File: src/rtl/otp_pkg.sv
`default_nettype none
// ============================================================================
// Module      : otp_pkg
// Description : Shared encodings for the OTP host sequencer: controller mode
//               codes, command opcodes, sequencer state enum and the nominal
//               read-strobe latency.
//               Optional feature macro: OTP_VERIFY_EN (adds verify states).
// Revision    : 1.0 - initial release
// ============================================================================
package otp_pkg;

  // Mode codes driven to the OTP array controller
  localparam logic [1:0] MODE_WRITING = 2'b00;
  localparam logic [1:0] MODE_READING = 2'b01;
  localparam logic [1:0] MODE_IDLE    = 2'b10;

  // Cycles from the issue edge to the controller's nominal reading strobe
  localparam int NOMINAL_RD_LATENCY = 4;

  // Command opcode carried on req_op
  typedef enum logic {
    OP_PROG = 1'b0,
    OP_READ = 1'b1
  } op_e;

  // Sequencer states
  typedef enum logic [2:0] {
    S_IDLE      = 3'd0,
    S_ISSUE     = 3'd1,
    S_WAIT_RD   = 3'd2,
    S_WAIT_WR   = 3'd3,
    S_RESP      = 3'd4
`ifdef OTP_VERIFY_EN
    ,
    S_VFY_ISSUE = 3'd5,
    S_VFY_WAIT  = 3'd6
`endif
  } state_e;

endpackage : otp_pkg
`default_nettype wire

File: src/rtl/otp_cycle_timer.sv
`default_nettype none
// ============================================================================
// Module      : otp_cycle_timer
// Description : Loadable saturating up-counter with synchronous clear, count
//               enable and a terminal-count compare against a run-time value.
//               Shared by the write wait and the read timeout.
// Revision    : 1.0 - initial release
// ============================================================================
module otp_cycle_timer #(
  parameter int CNT_W = 4
) (
  input  logic             clk,
  input  logic             reset,
  input  logic             clear_i,
  input  logic             load_i,
  input  logic [CNT_W-1:0] load_val_i,
  input  logic             en_i,
  input  logic [CNT_W-1:0] tc_val_i,
  output logic             tc_o
);

  localparam logic [CNT_W-1:0] CNT_MAX = '1;

  logic [CNT_W-1:0] count_q;
  logic [CNT_W-1:0] count_d;

  // Next count: clear beats load beats increment; stick at all-ones
  always_comb begin
    count_d = count_q;
    if (clear_i) begin
      count_d = '0;
    end else if (load_i) begin
      count_d = load_val_i;
    end else if (en_i && (count_q != CNT_MAX)) begin
      count_d = count_q + CNT_W'(1);
    end
  end

  // Counter register
  always_ff @(posedge clk) begin
    if (reset) begin
      count_q <= '0;
    end else begin
      count_q <= count_d;
    end
  end

  assign tc_o = (count_q == tc_val_i);

endmodule : otp_cycle_timer
`default_nettype wire

File: src/rtl/otp_host_sequencer.sv
`default_nettype none
// ============================================================================
// Module      : otp_host_sequencer
// Description : Initiator for the OTP array controller mode/addr interface.
//               Accepts one read/program command at a time, emits a single
//               cycle mode pulse, holds addr for the whole operation, waits
//               for the read strobe or the program sequence, and returns a
//               response on a valid/ready channel.
//               Optional feature macro: OTP_VERIFY_EN (read-back verify after
//               every program).
// Revision    : 1.0 - initial release
// ============================================================================
module otp_host_sequencer
  import otp_pkg::*;
#(
  parameter int WRITE_CYCLES = 12,
  parameter int READ_TIMEOUT = 8,
  parameter int CNT_W        = 4
) (
  input  logic       clk,
  input  logic       reset,
  input  logic       req_valid,
  output logic       req_ready,
  input  logic       req_op,
  input  logic [1:0] req_addr,
  output logic       rsp_valid,
  input  logic       rsp_ready,
  output logic       rsp_data,
  output logic       rsp_err,
  output logic [1:0] mode,
  output logic [1:0] addr,
  input  logic       reading,
  input  logic       sense_in
);

  // Terminal counts: the timer starts at 0 on the first wait cycle
  localparam logic [CNT_W-1:0] WR_TC = CNT_W'(WRITE_CYCLES - 1);
  localparam logic [CNT_W-1:0] RD_TC = CNT_W'(READ_TIMEOUT - 1);

  state_e     state_q;
  op_e        op_q;
  logic [1:0] addr_q;
  logic [1:0] mode_q;
  logic       req_ready_q;
  logic       rsp_valid_q;
  logic       rsp_data_q;
  logic       rsp_err_q;

  logic             tmr_clear;
  logic             tmr_en;
  logic [CNT_W-1:0] tmr_tc_val;
  logic             tmr_tc;

  // Timer control: cleared in issue cycles, counting in wait states
  always_comb begin
    tmr_clear  = (state_q == S_ISSUE);
    tmr_en     = (state_q == S_WAIT_RD) || (state_q == S_WAIT_WR);
    tmr_tc_val = (state_q == S_WAIT_WR) ? WR_TC : RD_TC;
`ifdef OTP_VERIFY_EN
    tmr_clear  = tmr_clear || (state_q == S_VFY_ISSUE);
    tmr_en     = tmr_en || (state_q == S_VFY_WAIT);
`endif
  end

  otp_cycle_timer #(
    .CNT_W (CNT_W)
  ) u_timer (
    .clk        (clk),
    .reset      (reset),
    .clear_i    (tmr_clear),
    .load_i     (1'b0),
    .load_val_i ({CNT_W{1'b0}}),
    .en_i       (tmr_en),
    .tc_val_i   (tmr_tc_val),
    .tc_o       (tmr_tc)
  );

  // Sequencer FSM with all interface outputs registered
  always_ff @(posedge clk) begin
    if (reset) begin
      state_q     <= S_IDLE;
      op_q        <= OP_PROG;
      addr_q      <= 2'b00;
      mode_q      <= MODE_IDLE;
      req_ready_q <= 1'b1;
      rsp_valid_q <= 1'b0;
      rsp_data_q  <= 1'b0;
      rsp_err_q   <= 1'b0;
    end else begin
      case (state_q)
        S_IDLE: begin
          if (req_valid) begin
            op_q        <= op_e'(req_op);
            addr_q      <= req_addr;
            mode_q      <= (op_e'(req_op) == OP_READ) ? MODE_READING : MODE_WRITING;
            req_ready_q <= 1'b0;
            state_q     <= S_ISSUE;
          end
        end
        S_ISSUE: begin
          mode_q  <= MODE_IDLE;
          state_q <= (op_q == OP_READ) ? S_WAIT_RD : S_WAIT_WR;
        end
        S_WAIT_RD: begin
          // A strobe on the timeout cycle still counts as a good read
          if (reading) begin
            rsp_data_q  <= sense_in;
            rsp_err_q   <= 1'b0;
            rsp_valid_q <= 1'b1;
            state_q     <= S_RESP;
          end else if (tmr_tc) begin
            rsp_data_q  <= 1'b0;
            rsp_err_q   <= 1'b1;
            rsp_valid_q <= 1'b1;
            state_q     <= S_RESP;
          end
        end
        S_WAIT_WR: begin
          if (tmr_tc) begin
`ifdef OTP_VERIFY_EN
            mode_q      <= MODE_READING;
            state_q     <= S_VFY_ISSUE;
`else
            rsp_data_q  <= 1'b0;
            rsp_err_q   <= 1'b0;
            rsp_valid_q <= 1'b1;
            state_q     <= S_RESP;
`endif
          end
        end
`ifdef OTP_VERIFY_EN
        S_VFY_ISSUE: begin
          mode_q  <= MODE_IDLE;
          state_q <= S_VFY_WAIT;
        end
        S_VFY_WAIT: begin
          // A programmed cell must read back as 1
          if (reading) begin
            rsp_data_q  <= sense_in;
            rsp_err_q   <= ~sense_in;
            rsp_valid_q <= 1'b1;
            state_q     <= S_RESP;
          end else if (tmr_tc) begin
            rsp_data_q  <= 1'b0;
            rsp_err_q   <= 1'b1;
            rsp_valid_q <= 1'b1;
            state_q     <= S_RESP;
          end
        end
`endif
        S_RESP: begin
          if (rsp_ready) begin
            rsp_valid_q <= 1'b0;
            req_ready_q <= 1'b1;
            state_q     <= S_IDLE;
          end
        end
        default: begin
          mode_q      <= MODE_IDLE;
          rsp_valid_q <= 1'b0;
          req_ready_q <= 1'b1;
          state_q     <= S_IDLE;
        end
      endcase
    end
  end

  assign req_ready = req_ready_q;
  assign rsp_valid = rsp_valid_q;
  assign rsp_data  = rsp_data_q;
  assign rsp_err   = rsp_err_q;
  assign mode      = mode_q;
  assign addr      = addr_q;

endmodule : otp_host_sequencer
`default_nettype wire

File: config.mk
export PLATFORM = sky130hd
export DESIGN_NAME = otp_host_sequencer
export DESIGN_NICKNAME = d
export VERILOG_FILES = /design/src/rtl/otp_pkg.sv /design/src/rtl/otp_cycle_timer.sv /design/src/rtl/otp_host_sequencer.sv
export SDC_FILE = /design/constraint.sdc
export NUM_CORES = 1
export LEC_CHECK = 0
export ABC_AREA = 1
export CORE_MARGIN = 2
export CORE_UTILIZATION = 51
export DETAILED_ROUTE_END_ITERATION = 8
export PLACE_DENSITY = 0.81
export SYNTH_ARGS = -nofsm -noshare
export SYNTH_HDL_FRONTEND = slang
export SYNTH_SLANG_ARGS = --single-unit
File: constraint.sdc
create_clock -name clk -period 2 [get_ports clk]
set_clock_uncertainty 0.15 [all_clocks]
set_input_delay 0.3 -clock clk [delete_from_list [all_inputs] [get_ports clk]]
set_output_delay 0.3 -clock clk [all_outputs]
set_load 0.02 [all_outputs]
* Yosys cells after proc, flatten, opt, wreduce, memory -nomap -nowiden *
Index checks and enable logic that the tools add are counted.

storage, ports and cells
  flip-flop bits (word level) = 16
  output and inout bits = 8
  logic and storage cells = 61

cells by class
  add/sub/neg operators = 1
  equality and inequality tests = 10
  muxes and demuxes = 24
  bitwise operators = 3
  reductions and logical operators = 14

operators by type and width
  operator                                                                number
  3-bit case mux with 5 select lines                                      1
  1-bit 2-to-1 mux                                                        12
  3-bit 2-to-1 mux                                                        4
  2-bit AND reduction                                                     4
  3-bit by 2-bit equality test with 1-bit output (second input constant)  2
  2-bit inequality test (second input constant)                           3
  3-bit AND reduction                                                     2
  3-bit OR reduction                                                      2
  4-bit by 1-bit adder with 4-bit output (second input constant)          1
  4-bit equality test                                                     1
  4-bit 2-to-1 mux                                                        1
  4-bit inequality test (second input constant)                           1
  1-bit case mux with 2 select lines                                      2
  1-bit case mux with 4 select lines                                      1
  2-bit case mux with 2 select lines                                      1
  2-bit OR reduction                                                      2
  3-bit by 1-bit equality test with 1-bit output (second input constant)  1
  3-bit equality test (second input constant)                             1
  3-bit zero test                                                         1
  3-bit inequality test (second input constant)                           1
  1-bit inverter                                                          3
  1-bit case mux with 3 select lines                                      1
  2-bit 2-to-1 mux                                                        1
  2-bit nonzero test                                                      1
  other kinds (2)                                                         2

* Depth between registers and ports, before layout *
  depth after elaboration = 6
  depth in mapped cells = 8

* Hierarchy *
From an unflattened synthesis, not the netlist that was laid out.

unflattened totals
  cell total of the unflattened synthesis = 123
  area, all modules = 870.8 um^2

modules (own cells, without submodules)
  module              times used  cells an instance  area an instance (um^2)
  otp_host_sequencer  1           79                 576.8
  otp_cycle_timer     1           44                 294.0

* Worst setup path before layout *
Ideal clock, no wire load.

  path kind = register to register
  start point = register u_timer.count_q[0]
  end point = register u_timer.count_q[0]
  library setup time = 0.070 ns
  arrival = 1.034 ns
  data required time = 1.780 ns
  path slack = 0.746 ns
  cell stages (with the launch flop) = 6
  clock period less this slack = 1.254 ns
  path through = dfxtp_1 -> ha_1 -> nand3_1 -> nand2_4 -> or2_0 -> a21oi_1

on the way
  longest elaborated chain between the ends = 2
  elaborated cells on any way between the ends = 3
  those cells by class = add/sub: 1; eq/ne: 1; reduce/logical: 1

RTL lines
  what                                                                                            line                   RTL
  start: declaration                                                                              otp_cycle_timer.sv:24  logic [CNT_W-1:0] count_q;
  start signal: assignment                                                                        otp_cycle_timer.sv:44  count_q <= count_d;
  parallel branches: the longest is 2 deep, another holds 4-bit by 1-bit adder with 4-bit output  -

Parallel ways; which one is timed is not known.
A chain may end at the register's enable or synchronous reset.

* Final worst setup path *
  start point = register req_ready_q (netlist: req_ready)
  end point = output port req_ready

RTL lines
  what                      line                       RTL
  start: declaration        otp_host_sequencer.sv:44   logic req_ready_q;
  start signal: assignment  otp_host_sequencer.sv:85   req_ready_q <= 1'b1;
  start signal: assignment  otp_host_sequencer.sv:96   req_ready_q <= 1'b0;
  start signal: assignment  otp_host_sequencer.sv:154  req_ready_q <= 1'b1;
  end: declaration          otp_host_sequencer.sv:23   output logic req_ready,

No word-level cell between the ends.

==> flow_summary.json <==
{
  "layout.nets": 141,
  "crit_path_max_incr_delay_ps": 610,
  "reg2reg_slack_ps": 640,
  "grt_pass1_wl_mm": 2.59,
  "dp.cells": 141,
  "synth_seq_cells": 16,
  "fp.dieW_um": 42.7,
  "n_antenna_cell": 0,
  "grt_pass1_vias": 651,
  "fp-row-count": 13,
  "cts_buffers": 3,
  "reg2reg_depth": 7,
  "status": "complete, no violations",
  "worst_skew_pair.late_latency_ps": 290,
  "grtUsageTotal_pct": 18.1,
  "path_cells": "clkdlybuf4s50_1",
  "maxSlewHeadroom_pct": 79.6,
  "setup_viol": 0,
  "hold_violations": 0,
  "min_to": "op_q",
  "crit_path_start_kind": "register",
  "synth_common_cells": "27 x nand2_1, 16 x dfxtp_1, 13 x a21oi_1, 10 x nand3_1",
  "dieHeight_um": 42.7,
  "fin_crit_ps": 1700,
  "drive_above_1_share_pct": 11.5,
  "holdBufCountCts": 0,
  "routed_wl_mm": 1.53,
  "cap_violations": 0,
  "port_buffers": 16,
  "htree_levels": 1,
  "yosys-top-cells-area": "dfxtp_1 42%, nand2_1 13%, a21oi_1 8.5%",
  "netlist_area_um2": 764,
  "hold_start": "op_q",
  "syn_nets": 120,
  "path_clk_slew_ps": 100,
  "drtAntennaViolNets": 0,
  "synth_seq_area_share_pct": 41.9,
  "hold_path_depth": 2,
  "power_density_nw_per_um2": 894,
  "grt_max_degree": 10,
  "clock-sinks": 16,
  "clock-root-buffer": "clkbuf_4",
  "leakagePower_uw": 0.000391,
  "wl_per_cell_um": 10.6,
  "remaining_drc_errors": 0,
  "reg2reg_from": "u_timer.count_q[0]",
  "synth_cells": 110,
  "gp_congestion": 0.783,
  "tightest_slew_ps": 306,
  "fin_cells": 145,
  "synth_ff_type": "dfxtp_1",
  "yosysMostFrequentCell": "nand2_1",
  "drtPass1Iterations": 4,
  "yosysWarningCount": 0,
  "core_um2": 1350,
  "rsz0062_at_grt": "false",
  "clock.fmax_ghz": 0.588,
  "critPathMaxFanout": 2,
  "worstPathBufferInverterCount": 1,
  "yosysTopAreaCellShare_pct": 41.9,
  "crit_type": "reg2out",
  "initial_core_util_pct": 56.6,
  "ioPinCount": 17,
  "clk_path_buf_depth": 2,
  "drtIter0Drc": 18,
  "cts_tree": "built",
  "cp_slowest_cell": "clkdlybuf4s50_1",
  "yosys.area.top_type": "dfxtp_1",
  "r2r_end": "u_timer.count_q[2]",
  "fin_tns_setup_ps": 0,
  "maxSlewViolCount": 0,
  "overflow": 0,
  "avgViaCountPerCell": 5.10,
  "irDropWorstVdd_v": 0.000616,
  "synth_cell_types": 21,
  "period_share_pct": 85.0,
  "dp_hpwl_mm": 1.22,
  "cts_setup_buffers": 0,
  "cp-end-kind": "output port",
  "syn_area_per_cell_um2": 6.95,
  "grt_antenna_before_repair": 0,
  "ctsResizeCount": 0,
  "synth_edf_count": 0,
  "critPathTopFamily": "buffers and inverters",
  "via_count": 740,
  "cp_data_arrival_time_ps": 1250,
  "hp-class": "reg2reg",
  "async_flop_share_pct": 0,
  "required_ps": 1550,
  "die_area_um2": 1820,
  "syn_to_final_growth_pct": 28.5
}
==> layer usage <==
| metal | up-vias | global-route usage, % | routed length (um) |
|---|---|---|---|
| met5 | - | 0 | 0 |
| met4 | 0 | 1.88 | 0 |
| met3 | 0 | 5.53 | 77 |
| met2 | 15 | 31.8 | 748 |
| met1 | 328 | 22.3 | 704 |
| li1 | 397 | - | - |
==> registers in the layout, indices dropped and copies added, names as in the netlist <==
signal	flops
addr	2
rsp_err	1
req_ready	1
rsp_valid	1
state_q	3
u_timer.count_q	4
op_q	1
rsp_data	1
mode	2
==> area by class of cell <==
class | instances | area, um2
multi-input combinational | 78 | 383
fill | 114 | 368
sequential | 16 | 320
timing repair buffer | 17 | 168
inverter | 15 | 56.3
clock buffer | 4 | 36.3
tap | 15 | 18.8
==> cells in the final DEF (no fill, tap or decap) <==
cell type	n
nand2_2	1
a21oi_1	13
clkdlybuf4s50_1	16
nor2_2	1
clkbuf_8	1
buf_4	1
nor2_1	9
o21ai_1	4
or2_1	1
clkinv_1	2
nand3_2	2
nand2_4	1
nand3_1	10
dfxtp_1	16
o21ai_0	1
nor3_1	4
nor2_4	1
inv_2	4
or2_0	1
ha_1	1
nand2_1	27
inv_1	9
clkbuf_4	3
o211ai_1	1
==> where the power goes <==
group	switching [uW]	leakage (uW)	internal, uW
logic	158	0.000239	115
registers	32.2	0.000131	359
clock network	103	0.0000210	111
==> per-stage QoR <==
step	instance area, um2	utilization (%)	worst slack, ps	power (uW)	hold slack, ps
floorplan	764	-	746	574	275
global placement	946	70.1	501	665	294
detailed placement	946	70.1	440	671	302
CTS	982	72.8	278	887	316
global route	982	72.8	247	934	345
finish	982	72.8	300	878	314
==> worst max-delay path by stage <==
stage                     cells past startpoint               start                 end
after floorplan                               5  u_timer.count_q[0]  u_timer.count_q[0]
after global placement                        5             reading          state_q[1]
after detailed placement                      5             reading          state_q[1]
after CTS                                     1             mode[0]             mode[0]
after global routing                          1             mode[1]             mode[1]
final                                         1           req_ready           req_ready
==> kinds of logic after synthesis <==
kind of cell,Yosys count,synth area share [%]
compound gates,19,12.8
simple gates,58,35.7
buf+inv,16,8.02
flops,16,41.9
fa+ha+maj,1,1.64
No activity file was read; power rests on OpenSTA's default activity.
